## src/rtl/mmio_port_responder.sv

```systemverilog
// Memory-mapped I/O responder for a 32-byte window on the data-memory bus:
// output port, synchronized input port with sticky change flags and IRQ, and a tick counter.
module mmio_port_responder #(
  parameter logic [31:0] BASE_ADDR = 32'h1001_0400
) (
  input  logic        clk,
  input  logic        reset,
  input  logic [31:0] Address,
  input  logic [31:0] WriteData,
  input  logic        MemWrite,
  input  logic        MemRead,
  input  logic [7:0]  PortIn,
  output logic [31:0] ReadData,
  output logic        Hit,
  output logic [31:0] PortOut,
  output logic        IrqChange
);

  localparam logic [2:0] OFF_PORT_OUT  = 3'd0;
  localparam logic [2:0] OFF_PORT_IN   = 3'd1;
  localparam logic [2:0] OFF_IN_CHANGE = 3'd2;
  localparam logic [2:0] OFF_IRQ_MASK  = 3'd3;
  localparam logic [2:0] OFF_TICK      = 3'd4;

  logic [31:0] r_port_out;
  logic [7:0]  r_sync1;
  logic [7:0]  r_sync2;
  logic [7:0]  r_prev;
  logic [7:0]  r_in_change;
  logic [7:0]  r_irq_mask;
  logic [31:0] r_tick;
  logic        r_irq;

  logic        w_hit;
  logic        w_aligned;
  logic        w_wr;
  logic [2:0]  w_word;
  logic        w_wr_out;
  logic        w_wr_chg;
  logic        w_wr_mask;
  logic        w_wr_tick;
  logic [7:0]  w_change;
  logic [7:0]  w_w1c;
  logic [7:0]  w_chg_nxt;
  logic [7:0]  w_mask_nxt;
  logic [31:0] w_tick_nxt;

  assign w_hit     = (Address[31:5] == BASE_ADDR[31:5]);
  assign w_aligned = (Address[1:0] == 2'b00);
  assign w_word    = Address[4:2];
  assign w_wr      = MemWrite & w_hit & w_aligned;

  assign w_wr_out  = w_wr && (w_word == OFF_PORT_OUT);
  assign w_wr_chg  = w_wr && (w_word == OFF_IN_CHANGE);
  assign w_wr_mask = w_wr && (w_word == OFF_IRQ_MASK);
  assign w_wr_tick = w_wr && (w_word == OFF_TICK);

  // Clear is applied before OR-ing in new changes so a fresh edge beats a same-cycle W1C.
  assign w_change   = r_sync2 ^ r_prev;
  assign w_w1c      = w_wr_chg ? WriteData[7:0] : 8'h00;
  assign w_chg_nxt  = (r_in_change & ~w_w1c) | w_change;
  assign w_mask_nxt = w_wr_mask ? WriteData[7:0] : r_irq_mask;
  assign w_tick_nxt = w_wr_tick ? WriteData : r_tick + 32'd1;

  always_ff @(posedge clk) begin
    if (!reset) begin
      r_port_out  <= '0;
      r_sync1     <= '0;
      r_sync2     <= '0;
      r_prev      <= '0;
      r_in_change <= '0;
      r_irq_mask  <= '0;
      r_tick      <= '0;
      r_irq       <= 1'b0;
    end else begin
      if (w_wr_out) r_port_out <= WriteData;
      r_sync1     <= PortIn;
      r_sync2     <= r_sync1;
      r_prev      <= r_sync2;
      r_in_change <= w_chg_nxt;
      r_irq_mask  <= w_mask_nxt;
      r_tick      <= w_tick_nxt;
      r_irq       <= |(w_chg_nxt & w_mask_nxt);
    end
  end

  // Read mux shows pre-edge state; misaligned, reserved and idle reads return zero.
  always_comb begin
    ReadData = 32'h0;
    if (MemRead && w_hit && w_aligned) begin
      case (w_word)
        OFF_PORT_OUT:  ReadData = r_port_out;
        OFF_PORT_IN:   ReadData = {24'h0, r_sync2};
        OFF_IN_CHANGE: ReadData = {24'h0, r_in_change};
        OFF_IRQ_MASK:  ReadData = {24'h0, r_irq_mask};
        OFF_TICK:      ReadData = r_tick;
        default:       ReadData = 32'h0;
      endcase
    end
  end

  assign Hit       = w_hit;
  assign PortOut   = r_port_out;
  assign IrqChange = r_irq;

endmodule

```

## config.mk

```make
export PLATFORM = sky130hd
export DESIGN_NAME = mmio_port_responder
export DESIGN_NICKNAME = d
export VERILOG_FILES = /design/src/rtl/mmio_port_responder.sv
export SDC_FILE = /design/constraint.sdc
export NUM_CORES = 1
export LEC_CHECK = 0
export CAP_MARGIN = 0
export CORE_MARGIN = 1.5
export CORE_UTILIZATION = 32
export DETAILED_ROUTE_END_ITERATION = 7
export PLACE_DENSITY = 0.57
export SKIP_CTS_REPAIR_TIMING = 1
export SLEW_MARGIN = 20
export SYNTH_ARGS = -nofsm -noshare
export SYNTH_HDL_FRONTEND = slang
export SYNTH_SLANG_ARGS = --single-unit
```

## constraint.sdc

```tcl
create_clock -name clk -period 8.85 [get_ports clk]
set_input_delay 2.655 -clock clk [delete_from_list [all_inputs] [get_ports clk]]
set_output_delay 2.655 -clock clk [all_outputs]
set_load 0.01 [all_outputs]
```

# [After elaboration in Yosys (flattened, before gate mapping)]
# Cells that the tools add are included.
[totals] register_bits=105 latch_bits=0 mem_bits_rw=0 mem_bits_ro=0 out_inout_bits=66 mem_count=0
[classes] n_addsub=1 n_mul=0 n_div=0 order_cmp=0 n_eq_ne=5 n_shift=0 mux=5 bitwise=7 n_reduce_logical=9
[op_table] operator="32-bit one-hot mux with 5 select lines" n=1
[op_table] operator="32-bit 2-to-1 mux" n=2
[op_table] operator="32-bit by 1-bit adder with 32-bit output (second input constant)" n=1
[op_table] operator="27-bit by 24-bit == test with 1-bit output (second input constant)" n=1
[op_table] operator="8-bit AND" n=2
[op_table] operator="8-bit 2-to-1 mux" n=2
[op_table] operator="8-bit NOT" n=1
[op_table] operator="8-bit OR" n=1
[op_table] operator="8-bit OR reduction" n=1
[op_table] operator="8-bit bitwise XOR" n=1
[op_table] operator="3-bit by 2-bit == test with 1-bit output (second input constant)" n=2
[op_table] operator="1-bit logical AND" n=6
[op_table] operator="3-bit by 1-bit == test with 1-bit output (second input constant)" n=1
[op_table] operator="3-bit == test (second input constant)" n=1
[op_table] operator="3-bit logical NOT" n=1
[op_table] operator="1-bit AND" n=2
[op_table] operator="2-bit logical NOT" n=1

# [Depth between registers and ports, before layout]
# Gate-level depths: netlist of run 1.
[depth] ltp_word=10 ltp_mapped=8 ltp_nobuf=7

# [Least setup slack after synthesis of run 1]
# No wires, ideal clock.
[synth_timing] kind="input -> output" start="input Address[18]" end="output ReadData[11]" arrival_ns=4.190 path_slack_ns=2.005 stages=6 cell_sequence="nor4b_4 nand4_4 nor2_1 nand4_1 clkbuf_1 nor2_1"
[synth_via] elab_chain_len=4
[synth_rtl] element="from (decl)" line_no="8" source="input logic [31:0] Address,"
[synth_rtl] element="27-bit by 24-bit == test with 1-bit output" line_no="48" source="assign w_hit = (Address[31:5] == BASE_ADDR[31:5]);"
[synth_rtl] element="net Hit" line_no="14" source="output logic Hit,"
[synth_rtl] element="1-bit logical AND (2 in series)" line_no="90" source="if (MemRead && w_hit && w_aligned) begin"
[synth_rtl] element="32-bit 2-to-1 mux" line_no="90"
[synth_rtl] element="to (decl)" line_no="13" source="output logic [31:0] ReadData,"
# The timed path passes the listed nets, and every way through them passes these cells.

# [Final worst setup path of run 1]
[layout_timing] start="input Address[6]" end="output ReadData[2]"
[layout_via] elab_chain_len=4
[layout_rtl] element="27-bit by 24-bit == test with 1-bit output" line_no="48"
[layout_rtl] element="1-bit logical AND (2 in series)" line_no="90"
[layout_rtl] element="32-bit 2-to-1 mux" line_no="90"
# Every way passes these cells.

==> results of run 1 <==
-- worst max path at each step --
stage / start / endpoint / slack, ns / depth (start not counted)
after global routing: Address[6] / ReadData[4] / 0.72 / 7
after floorplan: Address[18] / ReadData[11] / 2.01 / 6
final: Address[6] / ReadData[2] / 0.92 / 7
after detailed placement: Address[6] / ReadData[2] / 0.96 / 7
after CTS: Address[6] / ReadData[2] / 0.93 / 7
after global placement: Address[18] / ReadData[3] / 1.05 / 7
-- cell usage after synthesis (3+ instances only) --
cell | number | area, µm²
dfxtp_1 | 105 | 2102
nor2_1 | 82 | 307.8
nand2_1 | 79 | 296.5
a21oi_1 | 61 | 305.3
mux2i_1 | 35 | 350.3
a211oi_1 | 31 | 232.7
clkbuf_1 | 29 | 108.9
and2_1 | 28 | 175.2
xor2_1 | 22 | 192.7
nand4_1 | 18 | 112.6
xnor2_1 | 16 | 140.1
a22oi_1 | 10 | 75.07
inv_1 | 9 | 33.78
nand3_1 | 8 | 40.04
and4_1 | 6 | 52.55
buf_2 | 6 | 30.03
nor4_4 | 6 | 127.6
o31ai_1 | 6 | 45.04
nor3_1 | 5 | 25.02
and3_1 | 4 | 25.02
nor3b_1 | 3 | 22.52
-- placed cells by master (no fill, tap or decap), types with 6 or more instances in the layout --
cell type and count:
a21oi_1 61, nor2_1 82, mux2i_1 35, xor2_1 22, o31ai_1 6, nand3_1 7, nand2_1 79, buf_4 8
and4_1 6, xnor2_1 16, nand4_1 18, nor4_4 6, a211oi_1 31, clkbuf_16 9, a22oi_1 10, inv_1 9
clkdlybuf4s50_1 140, and2_1 28, dfxtp_1 105
-- layout make-up --
type | count | area, µm²
repair buffers | 149 | 1466
clock buffers | 12 | 246.5
multi-input cells | 440 | 2753
fillers | 1492 | 8338
well taps | 211 | 264.0
flip-flops and latches | 105 | 2102
inverters | 10 | 37.54
clock inverters | 4 | 51.30
-- flip-flops by register name, indices dropped and copies added (netlist names) --
| signal | count |
|---|---|
| r_sync2 | 8 |
| r_tick | 32 |
| r_prev | 8 |
| r_sync1 | 8 |
| r_in_change | 8 |
| r_irq_mask | 8 |
| PortOut | 32 |
| IrqChange | 1 |
-- per-layer routing --
layer,vias up,GRT usage,part of all wire
li1,2301,-,-
met1,2148,0.2245,0.44
met2,134,0.3042,0.47
met3,30,0.04491,0.055
met4,0,0.07667,0.028
met5,-,0,0
-- report_power, final --
| part | switching (mW) | internal [mW] | total [mW] |
|---|---|---|---|
| clock network | 0.177 | 0.228 | 0.405 |
| logic | 0.0369 | 0.0445 | 0.0814 |
| registers | 0.00605 | 0.481 | 0.487 |
| total | 0.220 | 0.753 | 0.973 |
-- cell families after synthesis --
group	share of synthesized area
AND/OR/NAND/NOR	0.2592
buffers and inverters	0.03582
AO/OA/AOI/OAI	0.1420
multiplexers	0.07637
XOR/XNOR	0.06617
flip-flops	0.4179
adder cells (fa/ha/maj)	0.002487
==> out/metrics.csv, run 1 <==
metric,value,unit
router iterations before antenna repair,5,
drt via density,4.955,
Wirelength per Cell,15.75,µm
Critical-path top delay cell,clkdlybuf4s50_1,
power density over the cells,140.7,nW/µm²
RSZ-0062 raised after global routing,no,
layout cells sized above 1,0.05278,
yosys warns,0,
post-layout util,0.4535,
Max Slew Vio Count,0,
"CP delay by family, top",simple AND/OR/NAND/NOR gates,
setup_tns,0,ns
Final Hold Fails,0,
Remaining DRCs,0,
fin crit share,0.8965,
DP Area,6623,µm²
"FFs w/ async S/R, synth",0,
vias in the first global route,4652,
final non-filler cell total,931,
Die Ht,128.4,µm
dominant synthesized flop cell,dfxtp_1,
port buffer count,141,
crit path capture type,output pin,
core box area,15260,µm²
hold path start,r_sync1[5],
initial core utilization,0.3296,
"Data arrival, critical path",5.28,ns
Overall Global Routing Usage,0.1820,
Finish-stage setup viols,0,
Crit Path Max Fanout,10,
die area,16480,µm²
FF-to-FF Start,r_tick[0],
worst path required time,6.20,ns
"Clk Latency, worst-skew pair",0.36,ns
TritonCTS clock tree,done,
Slew headroom,0.3983,
FMAX,126.0,MHz
reg2reg path depth,7,
total grt overflow,0,
Final ANT Viol Nets,0,
Tot Pwr,0.9734,mW
initial antenna violation count,0,
Final min period,7.934,ns
Setup WS pre-CTS,0.9556,ns
Post-Syn Area,5030,µm²
total CTS buffers,9,
"EDFF count, synth",0,
hpwl dp,10700,µm
Synth cell types,41,
antenna cells,0,
worst hold path depth,1,
Synth Area per Inst,8.511,µm²
via count,4613,
cell mode on critical path,clkdlybuf4s50_1,
finished layout cell area,6920,µm²
slew of the pin with the lowest slew margin,0.9025,ns
Hold Path Class,flop to flop,
hold slack,0.4332,ns
"CTS clk-pin slew, worst paths",0.07,ns
CP peak stage delay,0.57,ns
placed insts,915,
DRT Wirelength,14660,µm
clock sinks,105,
CP bufs+invs,2,
critical-path cell list,clkdlybuf4s50_1 -> nor4_4 -> nand4_4 -> nor2_1 -> nand4_1 -> a21oi_1 -> clkdlybuf4s50_1,
Final nets,792,
Setup Skew,0.007305,ns
row count,45,
I/O pin count,142,
critical setup path kind,input pin to output pin,
internal reg-to-reg setup slack,6.49,ns
first-pass GRT wire length,23420,µm
maxcap violations,0,
Max Buffers Root-to-Sink,2,
r2r endpoint,r_tick[26],
DR iter-0 viols,252,
worst vdd ir,124.6,µV
Mapped Cells,591,
static leakage,2.374,nW
RePlAce Congestion,0.8295,
worst setup margin,0.9163,ns
die width,128.4,µm
Yosys reg bits,105,
area grow syn2layout,37.59,%
status,"finished, final reports clean",
depth of the CTS H-tree,3,
register area share after synthesis,0.4179,
Hold Path End,r_sync2[5],
Synthesized Nets,668,
Root Driver,clkbuf_16,
largest net degree at the start of global routing,80,
startpoint class of the critical path,input pin,
No activity file was read; power rests on OpenSTA's default activity.
==> run 2, diff against run 1 <==
Settings changed: CELL_PAD_IN_SITES_DETAIL_PLACEMENT from default to 1, CELL_PAD_IN_SITES_GLOBAL_PLACEMENT from default to 1, PLACE_DENSITY 0.57 to 0.74.
==> run 2 against run 1 <==
Against the previous run:
- combinational power rose by 1%
- maximum frequency is 0.83% lower
- final area shrank 0.25%
- first-iteration DRC count grew 16%
- worst hold slack improved by 0.0018 ns
- clock power is 3% lower
- setup slack lost 0.066 ns
- routed wire length is 11% higher
- clock skew is 0.0046 ns higher
- largest cell class unchanged
==> out/metrics.csv, run 2 (synthesized netlist as in run 1, its figures left out) <==
metric,value,unit,change
status,"finished, final reports clean",,unchanged
initial core utilization,0.3296,,unchanged
Die Ht,128.4,µm,unchanged
Critical-path top delay cell,clkdlybuf4s50_1,,unchanged
placed insts,914,,was 915
initial antenna violation count,0,,unchanged
Max Buffers Root-to-Sink,2,,unchanged
area of the multi-input gates,2753,µm²,unchanged
hold path start,r_sync1[2],,was r_sync1[5]
worst path required time,6.20,ns,about the same
fin crit share,0.9040,,was 0.8965
first-pass GRT wire length,25670,µm,"was 23,420 µm"
CP peak stage delay,0.59,ns,was 0.57 ns
row count,45,,unchanged
RSZ-0062 raised after global routing,no,,unchanged
r2r endpoint,r_tick[26],,unchanged
reg2reg path depth,7,,unchanged
Final Hold Fails,0,,unchanged
Final min period,8.000,ns,was 7.934 ns
setup_tns,0,ns,unchanged
total grt overflow,0,,unchanged
"Clk Latency, worst-skew pair",0.36,ns,about the same
port buffer count,141,,unchanged
core box area,15260,µm²,unchanged
static leakage,2.364,nW,was 2.374 nW
most frequent cells in the layout,"clkdlybuf4s50_1, dfxtp_1, nor2_1",,unchanged
hold slack,0.4350,ns,was 0.4332 ns
maxcap violations,0,,unchanged
Crit Path Max Fanout,10,,unchanged
layout cells sized above 1,0.05424,,was 0.05278
vias in the first global route,4786,,"was 4,652"
"commonest non-fill, non-tap cell in the layout",clkdlybuf4s50_1,,unchanged
router iterations before antenna repair,4,,was 5
I/O pin count,142,,unchanged
Finish-stage setup viols,0,,unchanged
Reg area,2102,µm²,unchanged
Overall Global Routing Usage,0.2007,,was 0.1820
Max Slew Vio Count,0,,unchanged
DRT Wirelength,16340,µm,"was 14,660 µm"
"CTS clk-pin slew, worst paths",0.07,ns,about the same
critical setup path kind,input pin to output pin,,unchanged
Final nets,791,,was 792
final non-filler cell total,930,,was 931
Setup WS pre-CTS,0.9002,ns,was 0.9556 ns
power density over the cells,139.1,nW/µm²,was 140.7 nW/µm²
crit path capture type,output pin,,unchanged
die area,16480,µm²,unchanged
DR iter-0 viols,292,,was 252
Hold Path End,r_sync2[2],,was r_sync2[5]
cell mode on critical path,clkdlybuf4s50_1,,unchanged
Remaining DRCs,0,,unchanged
clock sinks,105,,unchanged
Slew headroom,0.3834,,was 0.3983
worst setup margin,0.8500,ns,was 0.9163 ns
FMAX,125.0,MHz,was 126.0 MHz
internal reg-to-reg setup slack,6.38,ns,was 6.49 ns
via count,4660,,"was 4,613"
area grow syn2layout,37.24,%,was 37.59%
Hold Path Class,flop to flop,,unchanged
Final ANT Viol Nets,0,,unchanged
FILL cells,1778,,"was 1,492"
total CTS buffers,9,,unchanged
critical-path cell list,clkdlybuf4s50_1 -> nor4b_4 -> nand4_4 -> nor2_1 -> nand4_1 -> a21oi_1 -> clkdlybuf4s50_1,,was clkdlybuf4s50_1 -> nor4_4 -> nand4_4 -> nor2_1 -> nand4_1 -> a21oi_1 -> clkdlybuf4s50_1
startpoint class of the critical path,input pin,,unchanged
Root Driver,clkbuf_16,,unchanged
Wirelength per Cell,17.57,µm,was 15.75 µm
hpwl dp,11970,µm,"was 10,700 µm"
RePlAce Congestion,0.8544,,was 0.8295
FF-to-FF Start,r_tick[0],,unchanged
die width,128.4,µm,unchanged
"Data arrival, critical path",5.35,ns,was 5.28 ns
worst hold path depth,1,,unchanged
TritonCTS clock tree,done,,unchanged
Setup Skew,0.01193,ns,was 0.007305 ns
Tot Pwr,0.9603,mW,was 0.9734 mW
drt via density,5.011,,was 4.955
worst vdd ir,107.6,µV,was 124.6 µV
largest net degree at the start of global routing,80,,unchanged
depth of the CTS H-tree,3,,unchanged
slew of the pin with the lowest slew margin,0.9249,ns,was 0.9025 ns
antenna cells,0,,unchanged
==> run 2: worst max-delay path: cells and delay by family <==
| kind | cells | cell delay, ns |
|---|---|---|
| and+or+nand+nor | 4 | 1.33 |
| buffers and inverters | 2 | 1.05 |
| AOI/OAI and AO/OA | 1 | 0.31 |
==> run 2: where the power goes <==
group          switching, mW  total, mW  internal [mW]
Sequential           0.00670      0.487          0.481
Combinational         0.0380     0.0823         0.0443
Clock                  0.194      0.391          0.196
Total                  0.239      0.960          0.721
==> run 2: area by class of cell <==
cell class / count / area share
Multi-Input combinational cell: 440 / 0.3988
Sequential cell: 105 / 0.3045
Timing Repair Buffer: 148 / 0.2113
Tap cell: 211 / 0.03825
Clock buffer: 9 / 0.03263
Clock inverter: 7 / 0.009063
Inverter: 10 / 0.005438
==> run 2: metal layers <==
layer	track usage	routed length, µm
met5	0	0
met2	0.3542	8145
met1	0.2533	7372
met3	0.03909	666
met4	0.04693	153
==> run 2: through the flow <==
stage               instance area [µm²]  utilization
floorplan                          5030            -
global placement                   6615       0.4335
detailed placement                 6615       0.4335
CTS                                6903       0.4524
global route                       6903       0.4524
finish                             6903       0.4524
==> run 2: worst max path at each step <==
| stage | start | to | slack, ns |
|---|---|---|---|
| CTS | Address[18] | ReadData[2] | 0.88 |
| detailed placement | Address[18] | ReadData[2] | 0.90 |
| floorplan | Address[18] | ReadData[11] | 2.01 |
| global placement | Address[18] | ReadData[0] | 0.99 |
| finish | Address[18] | ReadData[5] | 0.85 |
| global route | Address[18] | ReadData[5] | 0.68 |
==> run 3, diff against run 2 <==
Clock period 8.85 ns to 10.1 ns, I/O delays scaled along.
==> run 3 against run 2 <==
Against the previous run:
- global-route usage fell by 0.26 points
- sequential share of layout area fell by 0.088 points
- non-clock buffer count did not move
- core utilization rose by 0.13 points
- clock-buffer cell count rose by 1
- clock power fell by 5.4%
- register-to-register slack improved by 1.3 ns
- critical path depth did not move
- routed wire length fell by 1.9%
- first-iteration DRC count fell by 15%
- combinational power fell by 13%
- clock skew fell by 0.0028 ns
- critical endpoint unchanged
- largest power group unchanged
==> out/metrics.csv, run 3 (synthesized netlist as in run 1, its figures left out) <==
metric,value,unit,change
initial antenna violation count,0,,unchanged
RSZ-0062 raised after global routing,no,,unchanged
DR iter-0 viols,247,,was 292
initial core utilization,0.3296,,unchanged
Hold Path Class,flop to flop,,unchanged
worst setup margin,1.331,ns,was 0.8500 ns
CP peak stage delay,0.59,ns,about the same
Wirelength per Cell,17.25,µm,was 17.57 µm
crit path capture type,output pin,,unchanged
DP Area,6615,µm²,unchanged
via count,4613,,"was 4,660"
reg2reg path depth,7,,unchanged
Crit Path Max Fanout,10,,unchanged
router iterations before antenna repair,5,,was 4
depth of the CTS H-tree,3,,unchanged
most frequent cells in the layout,"clkdlybuf4s50_1, dfxtp_1, nor2_1",,unchanged
die area,16480,µm²,unchanged
status,"finished, final reports clean",,unchanged
met3 wire len,649,µm,was 666 µm
Remaining DRCs,0,,unchanged
first-pass GRT wire length,25380,µm,"was 25,670 µm"
Setup Skew,0.009097,ns,was 0.01193 ns
Overall Global Routing Usage,0.1981,,was 0.2007
area grow syn2layout,37.64,%,was 37.24%
Die Ht,128.4,µm,unchanged
layout cells sized above 1,0.05153,,was 0.05424
vias in the first global route,4793,,"was 4,786"
critical-path cell list,clkdlybuf4s50_1 -> nor4b_4 -> nand4_4 -> nor2_1 -> nand4_1 -> a21oi_1 -> clkdlybuf4s50_1,,unchanged
"Data arrival, critical path",5.74,ns,was 5.35 ns
largest net degree at the start of global routing,80,,unchanged
Slew headroom,0.3942,,was 0.3834
total CTS buffers,9,,unchanged
FF-to-FF Start,r_tick[0],,unchanged
critical setup path kind,input pin to output pin,,unchanged
Final ANT Viol Nets,0,,unchanged
Setup WS pre-CTS,1.395,ns,was 0.9002 ns
TritonCTS clock tree,done,,unchanged
port buffer count,141,,unchanged
setup_tns,0,ns,unchanged
static leakage,2.379,nW,was 2.364 nW
worst path required time,7.07,ns,was 6.20 ns
I/O pin count,142,,unchanged
Final min period,8.769,ns,
fin crit share,0.8682,,
internal reg-to-reg setup slack,7.69,ns,was 6.38 ns
Max Buffers Root-to-Sink,2,,unchanged
antenna cells,0,,unchanged
slew of the pin with the lowest slew margin,0.9087,ns,was 0.9249 ns
hold path start,r_sync1[6],,was r_sync1[2]
worst hold path depth,1,,unchanged
WL met2,7901,µm,was 8145 µm
FILL cells,1790,,"was 1,778"
total grt overflow,0,,unchanged
power density over the cells,125.5,nW/µm²,was 139.1 nW/µm²
clock sinks,105,,unchanged
Root Driver,clkbuf_16,,unchanged
"commonest non-fill, non-tap cell in the layout",clkdlybuf4s50_1,,unchanged
core box area,15260,µm²,unchanged
Final Hold Fails,0,,unchanged
"CTS clk-pin slew, worst paths",0.07,ns,about the same
"Clk Latency, worst-skew pair",0.35,ns,was 0.36 ns
finished layout cell area,6923,µm²,was 6903 µm²
r2r endpoint,r_tick[26],,unchanged
Finish-stage setup viols,0,,unchanged
die width,128.4,µm,unchanged
maxcap violations,0,,unchanged
drt via density,4.966,,was 5.011
RePlAce Congestion,0.8544,,unchanged
Hold Path End,r_sync2[6],,was r_sync2[2]
startpoint class of the critical path,input pin,,unchanged
hpwl dp,11840,µm,"was 11,970 µm"
cell mode on critical path,clkdlybuf4s50_1,,unchanged
wire length on met1,7212,µm,was 7372 µm
worst vdd ir,96.58,µV,was 107.6 µV
Highest Signal Layer,met4,,unchanged
DRT Wirelength,16030,µm,"was 16,340 µm"
Max Slew Vio Count,0,,unchanged
row count,45,,unchanged
Critical-path top delay cell,clkdlybuf4s50_1,,unchanged
Final nets,791,,unchanged
FMAX,114.0,MHz,
-- run 3: worst max path at each step --
| stage | start | endpoint | slack, ns | cells past startpoint |
|---|---|---|---|---|
| after floorplan | Address[18] | ReadData[11] | 2.51 | 6 |
| after global placement | Address[18] | ReadData[0] | 1.49 | 7 |
| after detailed placement | Address[18] | ReadData[5] | 1.39 | 7 |
| after CTS | Address[28] | ReadData[5] | 1.35 | 7 |
| after global routing | Address[18] | ReadData[5] | 1.17 | 7 |
| final | Address[18] | ReadData[5] | 1.33 | 7 |
-- run 3: final cells by class --
class	instances	area, µm²	share of cell area
Clock inverter	5	78.83	0.01139
Clock buffer	10	229.0	0.03307
Sequential cell	105	2102	0.3036
Inverter	10	37.54	0.005422
Timing Repair Buffer	148	1459	0.2107
Multi-Input combinational cell	440	2753	0.3976
Tap cell	211	264.0	0.03813
-- run 3: worst max-delay path: cells and delay by family --
kind,cells,cell delay [ns]
simple gates,4,1.35
buf+inv,2,1.05
compound gates,1,0.31
-- run 3: layer usage --
layer  vias up  global-route usage
li1       2292                   -
met1      2214              0.2492
met2        90              0.3403
met3        17             0.04033
met4         0             0.06543
met5         -                   0
-- run 3: power by group --
group | internal [mW] | switching [mW]
clock network | 0.216 | 0.154
logic | 0.0388 | 0.0329
registers | 0.421 | 0.00586
total | 0.676 | 0.193
-- run 3: per-stage QoR --
stage,power (mW),utilization,hold WS (ns),instances
floorplan,0.4628,-,0.4119,591
global placement,0.5066,0.4335,0.4155,914
detailed placement,0.5085,0.4335,0.4222,914
CTS,0.8791,0.4537,0.4352,929
global route,0.9027,0.4537,0.4463,929
finish,0.8690,0.4537,0.4284,929
